### src/rtl/idma_dv_port_if.sv
// Descriptor-port bundle between a launcher (master) and the idma_dv_port front-end (slave).
// Signal names keep their port-style suffixes so they read the same on both sides.
interface idma_dv_port_if #(
    parameter int unsigned AddrWidth  = 32,
    parameter int unsigned TFLenWidth = 32
);
    logic                  launch_i;
    logic                  launch_ready_o;
    logic [TFLenWidth-1:0] length_i;
    logic [AddrWidth-1:0]  src_addr_i;
    logic [AddrWidth-1:0]  dst_addr_i;
    logic [9:0]            opt_i;
    logic [TFLenWidth-1:0] req_length_o;
    logic [AddrWidth-1:0]  req_src_addr_o;
    logic [AddrWidth-1:0]  req_dst_addr_o;
    logic [9:0]            req_opt_o;
    logic                  req_valid_o;
    logic                  req_ready_i;
    logic                  rsp_valid_i;
    logic                  rsp_ready_o;
    logic                  rsp_error_i;
    logic [AddrWidth-1:0]  rsp_err_addr_i;
    logic                  done_o;
    logic                  err_o;
    logic [AddrWidth-1:0]  err_addr_o;
    logic                  eh_launch_i;
    logic                  eh_action_i;
    logic                  eh_req_o;
    logic                  eh_req_valid_o;
    logic                  eh_req_ready_i;
    logic                  busy_o;
    logic [15:0]           req_cnt_o;
    logic [15:0]           rsp_cnt_o;
    logic                  stall_o;

    modport slave (
        input  launch_i, length_i, src_addr_i, dst_addr_i, opt_i,
        input  req_ready_i, rsp_valid_i, rsp_error_i, rsp_err_addr_i,
        input  eh_launch_i, eh_action_i, eh_req_ready_i,
        output launch_ready_o, req_length_o, req_src_addr_o, req_dst_addr_o, req_opt_o,
        output req_valid_o, rsp_ready_o, done_o, err_o, err_addr_o,
        output eh_req_o, eh_req_valid_o, busy_o, req_cnt_o, rsp_cnt_o, stall_o
    );

    modport master (
        output launch_i, length_i, src_addr_i, dst_addr_i, opt_i,
        output req_ready_i, rsp_valid_i, rsp_error_i, rsp_err_addr_i,
        output eh_launch_i, eh_action_i, eh_req_ready_i,
        input  launch_ready_o, req_length_o, req_src_addr_o, req_dst_addr_o, req_opt_o,
        input  req_valid_o, rsp_ready_o, done_o, err_o, err_addr_o,
        input  eh_req_o, eh_req_valid_o, busy_o, req_cnt_o, rsp_cnt_o, stall_o
    );
endinterface

### src/rtl/idma_dv_port.sv
// Single-entry descriptor front-end for an iDMA backend: registers one launch at a time,
// tracks outstanding transfers, holds the first error until resolved, and flags stalls.
module idma_dv_port #(
    parameter int unsigned AddrWidth         = 32,
    parameter int unsigned TFLenWidth        = 32,
    parameter int unsigned WatchDogNumCycles = 100
) (
    input logic            clk_i,
    input logic            rst_i,
    idma_dv_port_if.slave  port
);
    localparam int unsigned        WdWidth = $clog2(WatchDogNumCycles + 1);
    localparam logic [WdWidth-1:0] WdLimit = WdWidth'(WatchDogNumCycles);

    logic                  req_valid_q;
    logic [TFLenWidth-1:0] req_length_q;
    logic [AddrWidth-1:0]  req_src_q;
    logic [AddrWidth-1:0]  req_dst_q;
    logic [9:0]            req_opt_q;
    logic [7:0]            outstanding_q;
    logic                  done_q;
    logic                  err_q;
    logic [AddrWidth-1:0]  err_addr_q;
    logic                  eh_req_q;
    logic                  eh_valid_q;
    logic [15:0]           req_cnt_q;
    logic [15:0]           rsp_cnt_q;
    logic [WdWidth-1:0]    wd_q;
    logic [WdWidth-1:0]    wd_next;
    logic                  stall_q;

    logic launch_ready;
    logic rsp_ready;
    logic busy;
    logic launch_hs;
    logic req_hs;
    logic rsp_hs;
    logic eh_hs;
    logic waiting;

    // Outstanding is capped at 255 by refusing new launches once it is full.
    assign launch_ready = !req_valid_q && (outstanding_q != 8'hFF);
    assign rsp_ready    = !err_q;
    assign busy         = req_valid_q || (outstanding_q != 8'd0);
    assign launch_hs    = port.launch_i && launch_ready;
    assign req_hs       = req_valid_q && port.req_ready_i;
    assign rsp_hs       = port.rsp_valid_i && rsp_ready;
    assign eh_hs        = eh_valid_q && port.eh_req_ready_i;
    assign waiting      = (req_valid_q && !port.req_ready_i)
                        || ((outstanding_q != 8'd0) && !port.rsp_valid_i);

    always_comb begin
        wd_next = wd_q;
        if (req_hs || rsp_hs || eh_hs || !busy) begin
            wd_next = '0;
        end else if (waiting && (wd_q != WdLimit)) begin
            wd_next = wd_q + 1'b1;
        end
    end

    always_ff @(posedge clk_i) begin
        if (rst_i) begin
            req_valid_q   <= 1'b0;
            req_length_q  <= '0;
            req_src_q     <= '0;
            req_dst_q     <= '0;
            req_opt_q     <= '0;
            outstanding_q <= '0;
            done_q        <= 1'b0;
            err_q         <= 1'b0;
            err_addr_q    <= '0;
            eh_req_q      <= 1'b0;
            eh_valid_q    <= 1'b0;
            req_cnt_q     <= '0;
            rsp_cnt_q     <= '0;
            wd_q          <= '0;
            stall_q       <= 1'b0;
        end else begin
            if (launch_hs) begin
                req_valid_q  <= 1'b1;
                req_length_q <= port.length_i;
                req_src_q    <= port.src_addr_i;
                req_dst_q    <= port.dst_addr_i;
                req_opt_q    <= port.opt_i;
            end else if (req_hs) begin
                req_valid_q <= 1'b0;
            end

            // A request and a response in the same cycle cancel out.
            if (req_hs && !rsp_hs) begin
                outstanding_q <= outstanding_q + 8'd1;
            end else if (rsp_hs && !req_hs && (outstanding_q != 8'd0)) begin
                outstanding_q <= outstanding_q - 8'd1;
            end

            done_q <= rsp_hs && !port.rsp_error_i;

            if (rsp_hs && port.rsp_error_i) begin
                err_q      <= 1'b1;
                err_addr_q <= port.rsp_err_addr_i;
            end else if (eh_hs) begin
                err_q <= 1'b0;
            end

            if (port.eh_launch_i && err_q && !eh_valid_q) begin
                eh_valid_q <= 1'b1;
                eh_req_q   <= port.eh_action_i;
            end else if (eh_hs) begin
                eh_valid_q <= 1'b0;
            end

            if (req_hs) begin
                req_cnt_q <= req_cnt_q + 16'd1;
            end
            if (rsp_hs) begin
                rsp_cnt_q <= rsp_cnt_q + 16'd1;
            end

            wd_q    <= wd_next;
            stall_q <= (wd_next == WdLimit);
        end
    end

    assign port.launch_ready_o = launch_ready;
    assign port.rsp_ready_o    = rsp_ready;
    assign port.busy_o         = busy;
    assign port.req_valid_o    = req_valid_q;
    assign port.req_length_o   = req_length_q;
    assign port.req_src_addr_o = req_src_q;
    assign port.req_dst_addr_o = req_dst_q;
    assign port.req_opt_o      = req_opt_q;
    assign port.done_o         = done_q;
    assign port.err_o          = err_q;
    assign port.err_addr_o     = err_addr_q;
    assign port.eh_req_o       = eh_req_q;
    assign port.eh_req_valid_o = eh_valid_q;
    assign port.req_cnt_o      = req_cnt_q;
    assign port.rsp_cnt_o      = rsp_cnt_q;
    assign port.stall_o        = stall_q;
endmodule

### src/flat_wrapper.sv
// flat-port wrapper written by rule: the top's interface ports become plain ports
module idma_dv_port_flat 
#(
    parameter int unsigned AddrWidth         = 32,
    parameter int unsigned TFLenWidth        = 32,
    parameter int unsigned WatchDogNumCycles = 100
)
  (clk_i, rst_i, port_launch_i, port_length_i, port_src_addr_i, port_dst_addr_i, port_opt_i, port_req_ready_i, port_rsp_valid_i, port_rsp_error_i, port_rsp_err_addr_i, port_eh_launch_i, port_eh_action_i, port_eh_req_ready_i, port_launch_ready_o, port_req_length_o, port_req_src_addr_o, port_req_dst_addr_o, port_req_opt_o, port_req_valid_o, port_rsp_ready_o, port_done_o, port_err_o, port_err_addr_o, port_eh_req_o, port_eh_req_valid_o, port_busy_o, port_req_cnt_o, port_rsp_cnt_o, port_stall_o);
  idma_dv_port_if #(.AddrWidth(AddrWidth), .TFLenWidth(TFLenWidth)) port_i ();
  input logic clk_i;
  input logic rst_i;
  input wire logic [$bits(port_i.launch_i)-1:0] port_launch_i;
  input wire logic [$bits(port_i.length_i)-1:0] port_length_i;
  input wire logic [$bits(port_i.src_addr_i)-1:0] port_src_addr_i;
  input wire logic [$bits(port_i.dst_addr_i)-1:0] port_dst_addr_i;
  input wire logic [$bits(port_i.opt_i)-1:0] port_opt_i;
  input wire logic [$bits(port_i.req_ready_i)-1:0] port_req_ready_i;
  input wire logic [$bits(port_i.rsp_valid_i)-1:0] port_rsp_valid_i;
  input wire logic [$bits(port_i.rsp_error_i)-1:0] port_rsp_error_i;
  input wire logic [$bits(port_i.rsp_err_addr_i)-1:0] port_rsp_err_addr_i;
  input wire logic [$bits(port_i.eh_launch_i)-1:0] port_eh_launch_i;
  input wire logic [$bits(port_i.eh_action_i)-1:0] port_eh_action_i;
  input wire logic [$bits(port_i.eh_req_ready_i)-1:0] port_eh_req_ready_i;
  output wire logic [$bits(port_i.launch_ready_o)-1:0] port_launch_ready_o;
  output wire logic [$bits(port_i.req_length_o)-1:0] port_req_length_o;
  output wire logic [$bits(port_i.req_src_addr_o)-1:0] port_req_src_addr_o;
  output wire logic [$bits(port_i.req_dst_addr_o)-1:0] port_req_dst_addr_o;
  output wire logic [$bits(port_i.req_opt_o)-1:0] port_req_opt_o;
  output wire logic [$bits(port_i.req_valid_o)-1:0] port_req_valid_o;
  output wire logic [$bits(port_i.rsp_ready_o)-1:0] port_rsp_ready_o;
  output wire logic [$bits(port_i.done_o)-1:0] port_done_o;
  output wire logic [$bits(port_i.err_o)-1:0] port_err_o;
  output wire logic [$bits(port_i.err_addr_o)-1:0] port_err_addr_o;
  output wire logic [$bits(port_i.eh_req_o)-1:0] port_eh_req_o;
  output wire logic [$bits(port_i.eh_req_valid_o)-1:0] port_eh_req_valid_o;
  output wire logic [$bits(port_i.busy_o)-1:0] port_busy_o;
  output wire logic [$bits(port_i.req_cnt_o)-1:0] port_req_cnt_o;
  output wire logic [$bits(port_i.rsp_cnt_o)-1:0] port_rsp_cnt_o;
  output wire logic [$bits(port_i.stall_o)-1:0] port_stall_o;
  assign port_i.launch_i = port_launch_i;
  assign port_i.length_i = port_length_i;
  assign port_i.src_addr_i = port_src_addr_i;
  assign port_i.dst_addr_i = port_dst_addr_i;
  assign port_i.opt_i = port_opt_i;
  assign port_i.req_ready_i = port_req_ready_i;
  assign port_i.rsp_valid_i = port_rsp_valid_i;
  assign port_i.rsp_error_i = port_rsp_error_i;
  assign port_i.rsp_err_addr_i = port_rsp_err_addr_i;
  assign port_i.eh_launch_i = port_eh_launch_i;
  assign port_i.eh_action_i = port_eh_action_i;
  assign port_i.eh_req_ready_i = port_eh_req_ready_i;
  assign port_launch_ready_o = port_i.launch_ready_o;
  assign port_req_length_o = port_i.req_length_o;
  assign port_req_src_addr_o = port_i.req_src_addr_o;
  assign port_req_dst_addr_o = port_i.req_dst_addr_o;
  assign port_req_opt_o = port_i.req_opt_o;
  assign port_req_valid_o = port_i.req_valid_o;
  assign port_rsp_ready_o = port_i.rsp_ready_o;
  assign port_done_o = port_i.done_o;
  assign port_err_o = port_i.err_o;
  assign port_err_addr_o = port_i.err_addr_o;
  assign port_eh_req_o = port_i.eh_req_o;
  assign port_eh_req_valid_o = port_i.eh_req_valid_o;
  assign port_busy_o = port_i.busy_o;
  assign port_req_cnt_o = port_i.req_cnt_o;
  assign port_rsp_cnt_o = port_i.rsp_cnt_o;
  assign port_stall_o = port_i.stall_o;
  idma_dv_port #(.AddrWidth(AddrWidth), .TFLenWidth(TFLenWidth), .WatchDogNumCycles(WatchDogNumCycles)) u_core (.clk_i(clk_i), .rst_i(rst_i), .port(port_i));
endmodule
### config.mk
export PLATFORM = sky130hd
export DESIGN_NAME = idma_dv_port_flat
export DESIGN_NICKNAME = d
export VERILOG_FILES = /design/src/rtl/idma_dv_port_if.sv /design/src/rtl/idma_dv_port.sv /design/src/flat_wrapper.sv
export SDC_FILE = /design/constraint.sdc
export NUM_CORES = 1
export LEC_CHECK = 0
export ABC_AREA = 1
export BUFFER_PORTS_ARGS = -buffer_cell sky130_fd_sc_hd__buf_2
export CAP_MARGIN = 20
export CORE_MARGIN = 4
export CORE_UTILIZATION = 50
export DETAILED_ROUTE_END_ITERATION = 7
export HOLD_SLACK_MARGIN = 0.1
export PLACE_DENSITY = 0.83
export SETUP_SLACK_MARGIN = 0.3
export SYNTH_ARGS = -nofsm -noshare
export SYNTH_HDL_FRONTEND = slang
export SYNTH_SLANG_ARGS = --single-unit
### constraint.sdc
create_clock -name clk_i -period 4.1 [get_ports clk_i]
set_input_delay 0.41 -clock clk_i [delete_from_list [all_inputs] [get_ports clk_i]]
set_output_delay 0.41 -clock clk_i [all_outputs]
set_load 0.02 [all_outputs]
==> flow_metrics.py, run 1 <==
metrics = {
    "clock_network": {
        "cts_buffers": 17,
        "insertion_delay_ns": 0.42,
        "htreeDepth": 4,
        "path_clk_slew_ns": 0.07,
        "ctsHoldBuffers": 0,
        "cts.path.max_buffers": 2,
        "cts_resized": 0,
        "clock-sinks": 191,
        "post_cts_buffers": 0,
        "cts_tree": "done",
        "clockRootBuffer": "clkbuf_16",
    },
    "sta": {
        "whs_ns": 0.235,
        "post-route-period-util_pct": 63.6,
        "finalHoldViolations": 0,
        "grt_setup_unrepaired": "no",
        "period_needed_ns": 2.61,
        "maxSlewHeadroom_pct": 28.1,
        "setup_viol": 0,
        "fin_skew_ns": 0.00864,
        "slew_violations": 0,
        "worst_pin_slew_ns": 1.08,
        "tns_ns": 0,
        "max_freq_mhz": 383,
    },
    "worst_setup_path": {
        "r2r-start": "u_core.port.err_o",
        "cp.arrival_ns": 2.91,
        "ff2ff_path_depth": 10,
        "critPathKind": "flip-flop to flip-flop",
        "worstSetupEndpointType": "flip-flop",
        "cp_max_fo": 11,
        "critPathRequiredTime_ns": 4.40,
        "rrSetupSlack_ns": 1.49,
        "start_kind": "flip-flop",
        "regToRegEndpoint": "u_core.outstanding_q[5]",
    },
    "global_route": {
        "grt_pass1_vias": 7090,
        "overflow": 0,
        "grt_use_total_pct": 25.3,
        "grt_pass1_wl_mm": 36.3,
        "antenna_found_initial": 2,
        "grt_start_max_net_pins": 108,
    },
    "synth": {
        "syn-num-nets": 1146,
        "synth_fa_ha_area_share_pct": 1.91,
        "ys.flop_type": "dfxtp_1",
        "synth_compound_area_share_pct": 14.1,
        "async_flop_share_pct": 0,
        "synth.avg_cell_area_um2": 7.71,
        "synthTopCellsByCount": "201 x nand2_1, 191 x dfxtp_1, 172 x a21oi_1",
        "synth_warnings": 0,
        "synth-edff-count": 0,
        "synth_cells": 988,
        "yosysMostFrequentCell": "nand2_1",
        "syn_area_um2": 7620,
        "yosys-top-cells-area": "dfxtp_1 50%, a21oi_1 11%, nand3_1 10%",
        "ys_types": 34,
        "synth_xor_area_share_pct": 1.61,
        "yosys.area_share.simple_pct": 26.2,
        "netlist.area_leader.share_pct": 50.2,
        "netlist.top_cell.by_area": "dfxtp_1",
        "ys_seq_area_share_pct": 50.2,
        "synth_top_family_by_area": "simple AND/OR/NAND/NOR gates",
        "ys_ff_latch": 191,
        "synth.area.mux_share_pct": 0,
    },
    "run_status": {
        "run_status": "finished, final reports clean",
    },
    "detailed_routing": {
        "ant_nets": 0,
        "totalWireLength_mm": 23.1,
        "drtPass1Iterations": 4,
        "vias": 7807,
        "drt_iter0_markers": 566,
        "drcViolationCount": 0,
        "via_per_inst": 5.30,
        "wl_per_cell_um": 15.7,
    },
    "power": {
        "p_leak_nw": 4.58,
        "powerDensity_nw_per_um2": 452,
        "irDropWorstVdd_uv": 334,
    },
    "hold_path": {
        "hold_depth": 3,
        "whs_endpoint": "u_core.port.eh_req_valid_o",
        "hp-class": "input pin to flip-flop",
        "min_from": "port_eh_launch_i",
    },
    "die": {
        "start_util_pct": 51.6,
        "core-area_um2": 14800,
        "fp.dieArea_um2": 17300,
        "fp-row-count": 44,
        "io_pins": 326,
        "die_y_um": 131,
        "die_w_um": 131,
    },
    "place": {
        "gp_congestion": 0.862,
        "dp_hpwl_mm": 16.1,
        "io_buffers": 325,
    },
    "job": {
        "maxCapViolations": 0,
    },
    "layout": {
        "area_delta_synth_final_pct": 29.8,
        "nNetsFinal": 1431,
        "fin_util_pct": 67.0,
        "drive_above_1_share_pct": 29.7,
    },
}
==> sequential cells by signal, summed over array words and instances (netlist names) <==
name and count:
u_core.port.rsp_cnt_o 16, u_core.port.err_addr_o 32, u_core.outstanding_q 8, u_core.port.req_valid_o 1, u_core.port.req_src_addr_o 32, u_core.port.err_o 1, u_core.port.stall_o 1, u_core.port.eh_req_valid_o 1
u_core.wd_q 7, u_core.port.req_cnt_o 16, u_core.port.req_dst_addr_o 32, u_core.port.done_o 1, u_core.port.req_opt_o 10, u_core.port.req_length_o 32, u_core.port.eh_req_o 1
==> per-layer routing <==
| layer | up-vias | GRT usage, % | share of wire, % |
|---|---|---|---|
| met5 | - | 0 | 0 |
| met4 | 0 | 9.74 | 2.6 |
| li1 | 3871 | - | - |
| met2 | 317 | 42.3 | 49 |
| met1 | 3572 | 30.5 | 40 |
| met3 | 47 | 7.87 | 8.2 |
==> critical path, stage by stage (launching register included) <==
cell and delay (ns):
dfxtp_1 0.39, inv_2 0.08, nand2_1 0.32, nand2_1 0.35, ha_1 0.44, a21o_1 0.18, a31oi_1 0.31, nor2_1 0.07
nor2_1 0.12, xor2_1 0.16, a21oi_1 0.07
==> worst max path at each step <==
stage	startpoint	to	slack, ns	cells after the start
4_1_cts	u_core.port.err_o	u_core.outstanding_q[5]	1.51	10
5_1_grt	u_core.port.err_o	u_core.outstanding_q[7]	1.25	11
6_report	u_core.port.err_o	u_core.outstanding_q[5]	1.49	10
3_3_place_gp	port_rsp_valid_i	u_core.outstanding_q[5]	1.50	10
2_1_floorplan	u_core.port.err_o	u_core.outstanding_q[5]	1.72	11
3_5_place_dp	port_rsp_valid_i	u_core.outstanding_q[5]	1.44	10
==> kinds of logic (layout without fill, tap and decap cells) <==
| group | Yosys count | count (layout) |
|---|---|---|
| AO/OA/AOI/OAI | 210 | 210 |
| AND/OR/NAND/NOR | 445 | 445 |
| other | 0 | 2 |
| buffers and inverters | 117 | 415 |
| XOR/XNOR | 14 | 14 |
| adder cells (fa/ha/maj) | 11 | 11 |
| flip-flops | 191 | 191 |
==> where the power goes <==
| group | total [mW] | switching [mW] | leakage (nW) | internal [mW] |
|---|---|---|---|---|
| clock network | 1.61 | 0.740 | 0.273 | 0.865 |
| logic | 0.813 | 0.517 | 2.74 | 0.296 |
| registers | 2.05 | 0.0791 | 1.56 | 1.97 |
==> final cells by class <==
cell class	instances	area, um^2
Sequential cell	191	3820
Clock inverter	14	133
Antenna cell	2	5.00
Fill cell	1256	4870
Clock buffer	18	439
Multi-Input combinational cell	680	3350
Tap cell	184	230
Timing Repair Buffer	332	1720
Inverter	51	191
==> through the flow <==
stage | std cells | power, mW | worst slack, ns | instance area, um^2
2_1_floorplan | 988 | 2.62 | 1.72 | 7620
3_3_place_gp | 1436 | 2.87 | 1.50 | 9260
3_5_place_dp | 1436 | 2.88 | 1.44 | 9260
4_1_cts | 1468 | 4.48 | 1.51 | 9830
5_1_grt | 1472 | 4.68 | 1.25 | 9890
6_report | 1472 | 4.46 | 1.49 | 9890
==> placed cells by master, fill, tap and decap left out, types with 16 or more instances in the layout <==
master       n
nor2_1      46
buf_2      323
nand2_1    201
a21oi_1    172
o21ai_0     28
nand3_1    159
clkbuf_16   17
inv_1       49
dfxtp_1    191
nor3_1      16
(Power assumes the default switching activity.)
==> run 2, diff against run 1 <==
CORE_UTILIZATION = 48   (was 50)
PLACE_DENSITY = 0.8   (was 0.83)
clock period = 2.5 ns   (was 4.1 ns; I/O delays follow)
==> run 2 against run 1 <==
  * Flip-flop and latch count unchanged
  * Core utilization grew 6.3 points
  * Total power increased by 75%
  * Hold slack worse by 0.13 ns
  * Clock-buffer cell count is 1 higher
  * Cell count up 10%
  * Sequential share of layout area shrank 4.7 points
  * Via count up 12%
  * Non-clock buffer count rose by 125
  * Critical path type unchanged
  * Largest power group unchanged
==> flow_metrics.py, run 2 (synthesis results as in run 1) <==
metrics = {
    "run_status": {
        "run_status": "finished, final reports clean",
    },
    "worst_setup_path": {
        "cp-startpoint": "u_core.port.req_valid_o",
        "regToRegEndpoint": "u_core.outstanding_q[6]",
        "worstSetupEndpointType": "flip-flop",
        "cp.arrival_ns": 2.40,
        "crit_path_end": "u_core.outstanding_q[6]",
        "cp_max_fo": 10,
        "rrSetupSlack_ns": 0.41,
        "ff2ff_path_depth": 10,
        "critPathKind": "flip-flop to flip-flop",
        "start_kind": "flip-flop",
        "critPathRequiredTime_ns": 2.80,
        "r2r-start": "u_core.port.req_valid_o",
    },
    "clock_network": {
        "path_clk_slew_ns": 0.07,
        "post_cts_buffers": 0,
        "insertion_delay_ns": 0.43,
        "cts.path.max_buffers": 2,
        "htreeDepth": 4,
        "clockRootBuffer": "clkbuf_16",
        "cts_tree": "done",
        "cts_buffers": 17,
        "clock-sinks": 191,
    },
    "job": {
        "maxCapViolations": 0,
    },
    "die": {
        "io_pins": 326,
        "die_y_um": 134,
        "fp-row-count": 45,
        "die_w_um": 134,
        "start_util_pct": 49.6,
        "core-area_um2": 15400,
        "fp.dieArea_um2": 18000,
    },
    "detailed_routing": {
        "wl_per_cell_um": 17.3,
        "totalWireLength_mm": 28.1,
        "drt_iter0_markers": 681,
        "drcViolationCount": 0,
        "drtPass1Iterations": 8,
        "via_per_inst": 5.40,
        "vias": 8778,
        "ant_nets": 0,
    },
    "power": {
        "pwr-share-comb_pct": 20.1,
        "p_leak_nw": 5.12,
        "p_sw_mw": 2.33,
        "powerDensity_nw_per_um2": 692,
        "pwr-share-seq_pct": 43.2,
        "irDropWorstVdd_uv": 496,
        "swShare_pct": 29.9,
        "internal_power_mw": 5.47,
        "clkPwrFrac_pct": 36.7,
    },
    "place": {
        "post-place-ws_ns": 0.230,
        "place_area_um2": 9390,
        "io_buffers": 325,
        "dp_hpwl_mm": 16.2,
        "gp_congestion": 0.870,
    },
    "sta": {
        "grt_setup_unrepaired": "yes",
        "slew_violations": 0,
        "finalHoldViolations": 0,
        "period_needed_ns": 2.09,
        "worst_pin_slew_ns": 0.872,
        "post-route-period-util_pct": 83.8,
        "tns_ns": 0,
        "max_freq_mhz": 477,
        "maxSlewHeadroom_pct": 41.8,
        "worst_slack_ns": 0.406,
        "fin_skew_ns": 0.0124,
        "setup_viol": 0,
    },
    "global_route": {
        "antenna_found_initial": 1,
        "overflow": 0,
        "grt_start_max_net_pins": 163,
        "grt_use_total_pct": 30.3,
        "grt_pass1_wl_mm": 44.1,
        "grt_pass1_vias": 8686,
    },
    "layout": {
        "num-fill-cells": 1100,
        "fin_util_pct": 73.3,
        "mostFrequentLayoutCell": "buf_2",
        "area_delta_synth_final_pct": 47.9,
        "finalInstanceArea_um2": 11300,
        "drive_above_1_share_pct": 27.6,
        "nNetsFinal": 1556,
        "mostFrequentLayoutCells": "323 x buf_2, 200 x nand2_1, 189 x dfxtp_1",
    },
    "hold_path": {
        "hp-class": "input pin to flip-flop",
    },
}
## run 2: changes by cell type in the layout (fill, tap and decap cells not counted), moves of 2 or more
cell / change
dfxtp_2: +2
inv_8: -2
dfxtp_1: -2
bufinv_16: +2
buf_12: +3
clkbuf_1: +2
dlygate4sd3_1: +122
clkinv_2: -3
ha_4: +2
ha_1: -3
## run 2: power by group through the flow
stage               clock (mW)  combinational [mW]  sequential [mW]
floorplan                    0               0.720             3.57
global placement             0                1.31             3.41
detailed placement           0                1.33             3.41
CTS                       2.86                1.50             3.35
global route              3.00                1.71             3.39
finish                    2.86                1.57             3.37
## run 2: critical path, cell delays in order (launching register included)
cell and delay (ns):
dfxtp_2 0.40, nand2_4 0.12, inv_1 0.11, nand2_2 0.17
ha_2 0.45, nand3_1 0.11, nand2_1 0.11, a21oi_1 0.07
o21ai_0 0.19, xor2_1 0.17, a21oi_1 0.07
## run 2: stage by stage
stage / std cells / total power, mW / hold slack (ns)
global placement: 1468 / 4.72 / 0.444
finish: 1625 / 7.80 / 0.110
CTS: 1622 / 7.72 / 0.100
global route: 1623 / 8.10 / 0.105
detailed placement: 1468 / 4.75 / 0.449
floorplan: 988 / 4.29 / 0.391
## run 2: worst min-delay path by stage
stage               cells after the start                  startpoint  slack (ns)                              to
finish                                  3         port_src_addr_i[23]        0.11  u_core.port.req_src_addr_o[23]
global route                            3          port_dst_addr_i[0]        0.10   u_core.port.req_dst_addr_o[0]
CTS                                     3          port_dst_addr_i[0]        0.10   u_core.port.req_dst_addr_o[0]
detailed placement                      2  u_core.port.err_addr_o[30]        0.45      u_core.port.err_addr_o[30]
global placement                        2  u_core.port.err_addr_o[29]        0.44      u_core.port.err_addr_o[29]
floorplan                               2            port_eh_action_i        0.39            u_core.port.eh_req_o
## run 2: final cells by class
class | count | area, um^2 | share of cell area, %
Clock inverter | 13 | 181 | 1.61
Antenna cell | 3 | 7.51 | 0.0666
Clock buffer | 19 | 433 | 3.84
Timing Repair Buffer | 457 | 2980 | 26.5
Inverter | 51 | 191 | 1.70
Multi-Input combinational cell | 680 | 3380 | 30.0
Tap cell | 211 | 264 | 2.34
Sequential cell | 191 | 3830 | 34.0
## run 2: what timing repair did
action | 4_1_cts | 5_1_grt
pin swaps | 0 | 0
hold buffers | 122 | 0
endpoints found under the hold margin | 122 | 0
gates resized for setup | 2 | 4
setup endpoints to repair | 2 | 3
gates cloned | 0 | 0
## run 2: per-layer routing
layer / GRT usage (%) / routed length, um
met5: 0 / 0
met4: 16.5 / 1590
met3: 8.96 / 2360
met2: 50.9 / 13800
met1: 34.6 / 10400
